File: config.mk
export PLATFORM = sky130hd
export DESIGN_NAME = sudoku_solve_ctrl
export DESIGN_NICKNAME = d
export VERILOG_FILES = /design/src/rtl/sudoku_pkg.sv /design/src/rtl/sudoku_stream_out.sv /design/src/rtl/sudoku_solve_ctrl.sv
export SDC_FILE = /design/constraint.sdc
export NUM_CORES = 1
export LEC_CHECK = 0
export ABC_AREA = 1
export CORE_MARGIN = 5
export CORE_UTILIZATION = 48
export DETAILED_ROUTE_END_ITERATION = 8
export HOLD_SLACK_MARGIN = 0.12
export PLACE_DENSITY = 0.83
export RECOVER_POWER = 25
export SYNTH_ARGS = -nofsm -noshare
export SYNTH_HDL_FRONTEND = slang
export SYNTH_SLANG_ARGS = --single-unit
File: constraint.sdc
create_clock -name clk -period 1.35 [get_ports clk]
set_clock_uncertainty 0.05 [all_clocks]
set_input_delay 0.27 -clock clk [delete_from_list [all_inputs] [get_ports clk]]
set_output_delay 0.27 -clock clk [all_outputs]
set_load 0.01 [all_outputs]
File: src/rtl/sudoku_pkg.sv
`default_nettype none
// ============================================================================
// Module      : sudoku_pkg
// Description : Shared constants and controller state encoding for the
//               Sudoku constraint-propagation sequencer.
// Revision    : 1.0 - initial release
// ============================================================================
package sudoku_pkg;

  localparam int unsigned SUDOKU_CELLS = 81;
  localparam int unsigned SUDOKU_VAL_W = 4;
  localparam int unsigned SUDOKU_IDX_W = 7;

  typedef enum logic [2:0] {
    ST_IDLE  = 3'd0,
    ST_LOAD  = 3'd1,
    ST_PAD   = 3'd2,
    ST_CHECK = 3'd3,
    ST_STEP  = 3'd4,
    ST_EVAL  = 3'd5,
    ST_OUT   = 3'd6
  } state_e;

endpackage
`default_nettype wire

File: src/rtl/sudoku_stream_out.sv
`default_nettype none
// ============================================================================
// Module      : sudoku_stream_out
// Description : Result streamer. A start pulse sweeps the engine read address
//               over all cells; each read is registered onto the output beat
//               together with the pass/fail flag.
// Revision    : 1.0 - initial release
// ============================================================================
module sudoku_stream_out
  import sudoku_pkg::*;
#(
  parameter int unsigned CELLS = SUDOKU_CELLS
) (
  input  logic                    clk,
  input  logic                    rst_n,
  input  logic                    start_i,
  input  logic                    fail_i,
  input  logic [SUDOKU_VAL_W-1:0] rd_data_i,
  output logic [SUDOKU_IDX_W-1:0] rd_idx_o,
  output logic                    out_valid_o,
  output logic [SUDOKU_VAL_W-1:0] out_o,
  output logic                    out_fail_o,
  output logic                    done_o
);

  localparam logic [SUDOKU_IDX_W-1:0] LAST_IDX = SUDOKU_IDX_W'(CELLS - 1);

  logic                    active_q, active_d;
  logic [SUDOKU_IDX_W-1:0] idx_q, idx_d;
  logic                    valid_q, valid_d;
  logic [SUDOKU_VAL_W-1:0] data_q, data_d;
  logic                    fail_q, fail_d;

  // Address sweep (saturates on the last cell) and output beat capture.
  always_comb begin
    active_d = active_q;
    idx_d    = idx_q;
    valid_d  = active_q;
    data_d   = active_q ? rd_data_i : '0;
    fail_d   = active_q ? fail_i : 1'b0;
    if (start_i) begin
      active_d = 1'b1;
      idx_d    = '0;
    end else if (active_q) begin
      if (idx_q == LAST_IDX) begin
        active_d = 1'b0;
      end else begin
        idx_d = idx_q + 1'b1;
      end
    end
  end

  // Streamer registers; reset truncates any burst in flight.
  always_ff @(posedge clk or negedge rst_n) begin
    if (!rst_n) begin
      active_q <= 1'b0;
      idx_q    <= '0;
      valid_q  <= 1'b0;
      data_q   <= '0;
      fail_q   <= 1'b0;
    end else begin
      active_q <= active_d;
      idx_q    <= idx_d;
      valid_q  <= valid_d;
      data_q   <= data_d;
      fail_q   <= fail_d;
    end
  end

  assign rd_idx_o    = idx_q;
  assign out_valid_o = valid_q;
  assign out_o       = data_q;
  assign out_fail_o  = fail_q;
  // The last beat is on the output once reads have stopped but valid is high.
  assign done_o      = valid_q & ~active_q;

endmodule
`default_nettype wire

File: src/rtl/sudoku_solve_ctrl.sv
`default_nettype none
// ============================================================================
// Module      : sudoku_solve_ctrl
// Description : Sequencer for the Sudoku propagation engine: loads a puzzle
//               stream (padding short puzzles with empties), issues
//               propagation steps until solved/stuck/over budget, then
//               streams the grid back with a fail flag.
// Revision    : 1.0 - initial release
// ============================================================================
module sudoku_solve_ctrl
  import sudoku_pkg::*;
#(
  parameter int unsigned MAX_STEPS = 255,
  parameter int unsigned CELLS     = SUDOKU_CELLS
) (
  input  logic                    clk,
  input  logic                    rst_n,
  input  logic                    in_valid_i,
  input  logic [SUDOKU_VAL_W-1:0] in_i,
  output logic                    out_valid_o,
  output logic [SUDOKU_VAL_W-1:0] out_o,
  output logic                    out_fail_o,
  output logic                    busy_o,
  output logic                    eng_clear_o,
  output logic                    eng_load_en_o,
  output logic [SUDOKU_VAL_W-1:0] eng_load_data_o,
  output logic                    eng_step_o,
  input  logic                    eng_solved_i,
  input  logic                    eng_progress_i,
  output logic [SUDOKU_IDX_W-1:0] eng_rd_idx_o,
  input  logic [SUDOKU_VAL_W-1:0] eng_rd_data_i
);

  localparam logic [SUDOKU_IDX_W-1:0] LOAD_LAST  = SUDOKU_IDX_W'(CELLS);
  localparam logic [7:0]              STEP_LIMIT = 8'(MAX_STEPS);

  state_e                  state_q, state_d;
  logic [SUDOKU_IDX_W-1:0] load_cnt_q, load_cnt_d;
  logic [7:0]              step_cnt_q, step_cnt_d;
  logic                    fail_q, fail_d;
  logic                    load_en_q, load_en_d;
  logic [SUDOKU_VAL_W-1:0] load_data_q, load_data_d;
  logic                    out_start;
  logic                    stream_done;

  // Next-state, load staging, step pulse and stream start decode.
  always_comb begin
    state_d     = state_q;
    load_cnt_d  = load_cnt_q;
    step_cnt_d  = step_cnt_q;
    fail_d      = fail_q;
    load_en_d   = 1'b0;
    load_data_d = '0;
    out_start   = 1'b0;
    eng_step_o  = 1'b0;
    eng_clear_o = 1'b0;
    case (state_q)
      ST_IDLE: begin
        eng_clear_o = 1'b1;
        if (in_valid_i) begin
          state_d     = ST_LOAD;
          load_cnt_d  = SUDOKU_IDX_W'(1);
          load_en_d   = 1'b1;
          load_data_d = in_i;
        end
      end
      ST_LOAD: begin
        if (load_cnt_q == LOAD_LAST) begin
          state_d = ST_CHECK;
        end else if (in_valid_i) begin
          load_cnt_d  = load_cnt_q + 1'b1;
          load_en_d   = 1'b1;
          load_data_d = in_i;
        end else begin
          state_d = ST_PAD;
        end
      end
      ST_PAD: begin
        if (load_cnt_q == LOAD_LAST) begin
          state_d = ST_CHECK;
        end else begin
          load_cnt_d = load_cnt_q + 1'b1;
          load_en_d  = 1'b1;
        end
      end
      ST_CHECK: begin
        if (eng_solved_i) begin
          state_d   = ST_OUT;
          fail_d    = 1'b0;
          out_start = 1'b1;
        end else begin
          step_cnt_d = '0;
          state_d    = ST_STEP;
        end
      end
      ST_STEP: begin
        eng_step_o = 1'b1;
        step_cnt_d = step_cnt_q + 1'b1;
        state_d    = ST_EVAL;
      end
      ST_EVAL: begin
        // Solved wins over stuck and budget exhaustion.
        if (eng_solved_i) begin
          state_d   = ST_OUT;
          fail_d    = 1'b0;
          out_start = 1'b1;
        end else if (!eng_progress_i || (step_cnt_q == STEP_LIMIT)) begin
          state_d   = ST_OUT;
          fail_d    = 1'b1;
          out_start = 1'b1;
        end else begin
          state_d = ST_STEP;
        end
      end
      ST_OUT: begin
        if (stream_done) begin
          state_d = ST_IDLE;
        end
      end
      default: begin
        state_d = ST_IDLE;
      end
    endcase
  end

  // Controller state and registered engine load port.
  always_ff @(posedge clk or negedge rst_n) begin
    if (!rst_n) begin
      state_q     <= ST_IDLE;
      load_cnt_q  <= '0;
      step_cnt_q  <= '0;
      fail_q      <= 1'b0;
      load_en_q   <= 1'b0;
      load_data_q <= '0;
    end else begin
      state_q     <= state_d;
      load_cnt_q  <= load_cnt_d;
      step_cnt_q  <= step_cnt_d;
      fail_q      <= fail_d;
      load_en_q   <= load_en_d;
      load_data_q <= load_data_d;
    end
  end

  assign busy_o          = (state_q != ST_IDLE);
  assign eng_load_en_o   = load_en_q;
  assign eng_load_data_o = load_data_q;

  sudoku_stream_out #(
    .CELLS (CELLS)
  ) u_stream_out (
    .clk         (clk),
    .rst_n       (rst_n),
    .start_i     (out_start),
    .fail_i      (fail_q),
    .rd_data_i   (eng_rd_data_i),
    .rd_idx_o    (eng_rd_idx_o),
    .out_valid_o (out_valid_o),
    .out_o       (out_o),
    .out_fail_o  (out_fail_o),
    .done_o      (stream_done)
  );

endmodule
`default_nettype wire

==> qor.csv <==
stage,metric,value,unit
clocking,clockBufferDepth,2,
die,start_util,50.5,%
route,ant_nets,0,
die,die_width,75.5,um
clocking,clock_sinks,38,
clocking,clockRootBuffer,clkbuf_8,
die,dieHeight,75.5,um
grt,grt_pass1_vias,2174,
place,io_buffers,33,
timing,tightest_slew,0.539,ns
clocking,cts_made_buffers,5,
timing,hold_violations,0,
worst_setup_path,crit_path_frequent_cell,buf_4,
grt,grt_util_all_layers,23.6,%
clocking,clock_latency,0.30,ns
yosys,netlist_top_cells_area,"dfrtp_1 (46%), nand2_1 (15%), inv_1 (8.4%)",
timing,maxSlewHeadroom,64.1,%
worst_setup_path,arrival,1.79,ns
yosys,yosysWarnings,0,
place,dp_hpwl,3.41,mm
yosys,synth_top_cell_by_area,dfrtp_1,
final_layout,antennaDiodeCount,0,
clocking,cts_tree,done,
timing,period_needed,1.63,ns
route,num_vias,2316,
die,die_area,0.00571,sq mm
final_layout,mostFrequentLayoutCell,nand2_1,
clocking,clk_pin_slew,0.07,ns
grt,antenna_found_initial,0,
final_layout,syn_to_final_growth,63.5,%
worst_setup_path,crit_path_top_delay_cell,dfrtp_1,
min_path,min-delay-start,eng_rd_data_i[2],
route,totalWireLength,7.59,mm
timing,period_share,121,%
route,drc,0,
timing,setup_violations,27,
worst_setup_path,crit_fanout,4,
timing,fmax,614,MHz
worst_setup_path,crit_path_start_kind,register,
yosys,synth_nets,288,
worst_setup_path,path_class,reg2reg,
final_layout,final_nets,384,
place,place.gp.congestion,0.859,
yosys,ys_seq_area_share,46.1,%
route,drtIter0Drc,249,
worst_setup_path,cpPeakStageDelay,0.40,ns
yosys,syn_area,0.00206,sq mm
min_path,whs_path_depth,3,
die,coreArea,0.00409,sq mm
grt,grt-ovfl-total,0,
worst_setup_path,rr_startpoint,load_cnt_q[1],
yosys,syn_inst,270,
route,dr.pass1.iters,5,
die,pin_count,34,
pwr,leakage,1.74,nW
timing,rsz0062_at_grt,yes,
yosys,syn_avg_cell_area,7.64,sq um
timing,timing.hold.ws,0.454,ns
yosys,synth_top_area_share,46.1,%
clocking,htreeDepth,2,
worst_setup_path,critPathCaptureType,register,
worst_setup_path,crit_start,load_cnt_q[1],
grt,grt_pass1_wl,10.1,mm
timing,fin_ws,-0.279,ns
timing,report.final.slew_viol_count,0,
route,vias_per_cell,5.57,
yosys,synth-seq-cells,38,
place,post_dp_cell_area,0.00267,sq mm
outcome,outcome,"complete, but fails checks",
job,maxCapViolCount,0,
grt,grt_max_degree,39,
route,avgRoutedWirePerCell,18.3,um
pwr,ir_worst_vdd,0.000422,V
final_layout,drive_gt1_share,44.3,%
outcome,violations,negative setup slack,
min_path,holdCritPathClass,in2reg,
final_layout,design_area,0.00337,sq mm
pwr,power.density,594,mW/mm^2
worst_setup_path,worst_ep_required_time,1.51,ns
yosys,synth.distinct_cells,23,
final_layout,final_cell_mix,"nand2_1 (59), buf_4 (44), dfrtp_1 (37), inv_1 (32), dlygate4sd2_1 (14)",
die,num_rows,23,
worst_setup_path,rr_worst_depth,8,
worst_setup_path,path_cells,buf_4 > buf_4 > ha_4 > inv_2 > nor2_1 > xor2_1 > nand2_1 > o21ai_1,
through the flow:
step	setup TNS (ns)	std cells	power [mW]	utilization [%]	setup slack (ns)
2_1_floorplan	0	270	1.19	-	0.0206
3_3_place_gp	-3.46	382	1.27	65.3	-0.196
3_5_place_dp	-4.73	382	1.27	65.3	-0.244
4_1_cts	-2.08	407	1.99	77.0	-0.182
5_1_grt	-5.33	416	2.06	82.5	-0.331
6_report	-3.65	416	2.00	82.5	-0.279
cells in the mapped netlist:
library cell / number
nand2_1: 84
inv_1: 46
dfrtp_1: 38
nor2_1: 24
nand3_1: 22
o21ai_0: 14
nand4_1: 7
ha_1: 5
o21ai_2: 5
xor2_1: 5
a21oi_1: 4
nor2_4: 3
buf_6: 2
nand3b_1: 2
clkbuf_8: 1
inv_2: 1
nand2_2: 1
nand3_2: 1
nor2_2: 1
o21a_1: 1
o21ai_1: 1
or2_2: 1
xnor2_1: 1
metal layers:
layer | vias to the layer above | GRT usage [%] | share of wire (%)
li1 | 1026 | - | -
met1 | 1109 | 29.1 | 38
met2 | 146 | 41.8 | 50
met3 | 35 | 3.56 | 7.4
met4 | 0 | 8.54 | 4.1
met5 | - | 0 | 0
power breakdown:
part	switching [mW]	internal, mW	leakage, nW
logic	0.0513	0.0472	1.26
clock network	0.408	0.347	0.0438
registers	0.00283	1.15	0.434
total	0.462	1.54	1.74
critical path: cells and delay by family, from the launching register on:
kind	cells	cell delay (ns)
AO/OA/AOI/OAI	1	0.17
XOR/XNOR	1	0.22
AND/OR/NAND/NOR	2	0.25
buffers and inverters	3	0.32
flip-flops	1	0.40
adder cells (fa/ha/maj)	1	0.16
state kept, by name (all words and copies together), names as in the netlist:
| name | cells |
|---|---|
| eng_load_data_o | 4 |
| u_stream_out.out_o | 4 |
| load_cnt_q | 7 |
| u_stream_out.out_fail_o | 1 |
| u_stream_out.active_q | 1 |
| u_stream_out.rd_idx_o | 7 |
| fail_q | 1 |
| eng_load_en_o | 1 |
| state_q | 3 |
| step_cnt_q | 8 |
| u_stream_out.out_valid_o | 1 |
repair_timing:
item                                    CTS  global route
gates resized for setup                 119            63
hold buffers                              1             0
buffers inserted                         16            12
pin swaps                                23            33
endpoints found under the hold margin    38             0
cloned                                    2             0
endpoints found under the setup margin   48            36
final timing paths:
kind / endpoint / slack (ns)
max reg2reg: load_cnt_q[4] / -0.28
min reg2reg: step_cnt_q[4] / 0.46
max in group asynchronous: state_q[2] / 0.31
min: u_stream_out.out_o[2] / 0.45
min in group asynchronous: step_cnt_q[7] / 0.55
max: load_cnt_q[4] / -0.28
cells by family (layout without fill, tap and decap cells):
logic type               after synthesis  count (layout)  synth area share (%)
buffers and inverters                 50             145                  10.3
AO/OA/AOI/OAI                         25              25                  7.10
flip-flops                            38              38                  46.1
XOR/XNOR                               6               6                  2.55
adder cells (fa/ha/maj)                5               5                  3.03
AND/OR/NAND/NOR                      146             147                  30.9
layout make-up:
| class | count | area (sq um) |
|---|---|---|
| clock buffers | 5 | 68.8 |
| flip-flops and latches | 38 | 952 |
| fillers | 220 | 714 |
| well taps | 50 | 62.6 |
| inverters | 47 | 194 |
| clock inverters | 2 | 10.0 |
| multi-input cells | 183 | 1290 |
| repair buffers | 91 | 791 |
(Power assumes the default switching activity.)
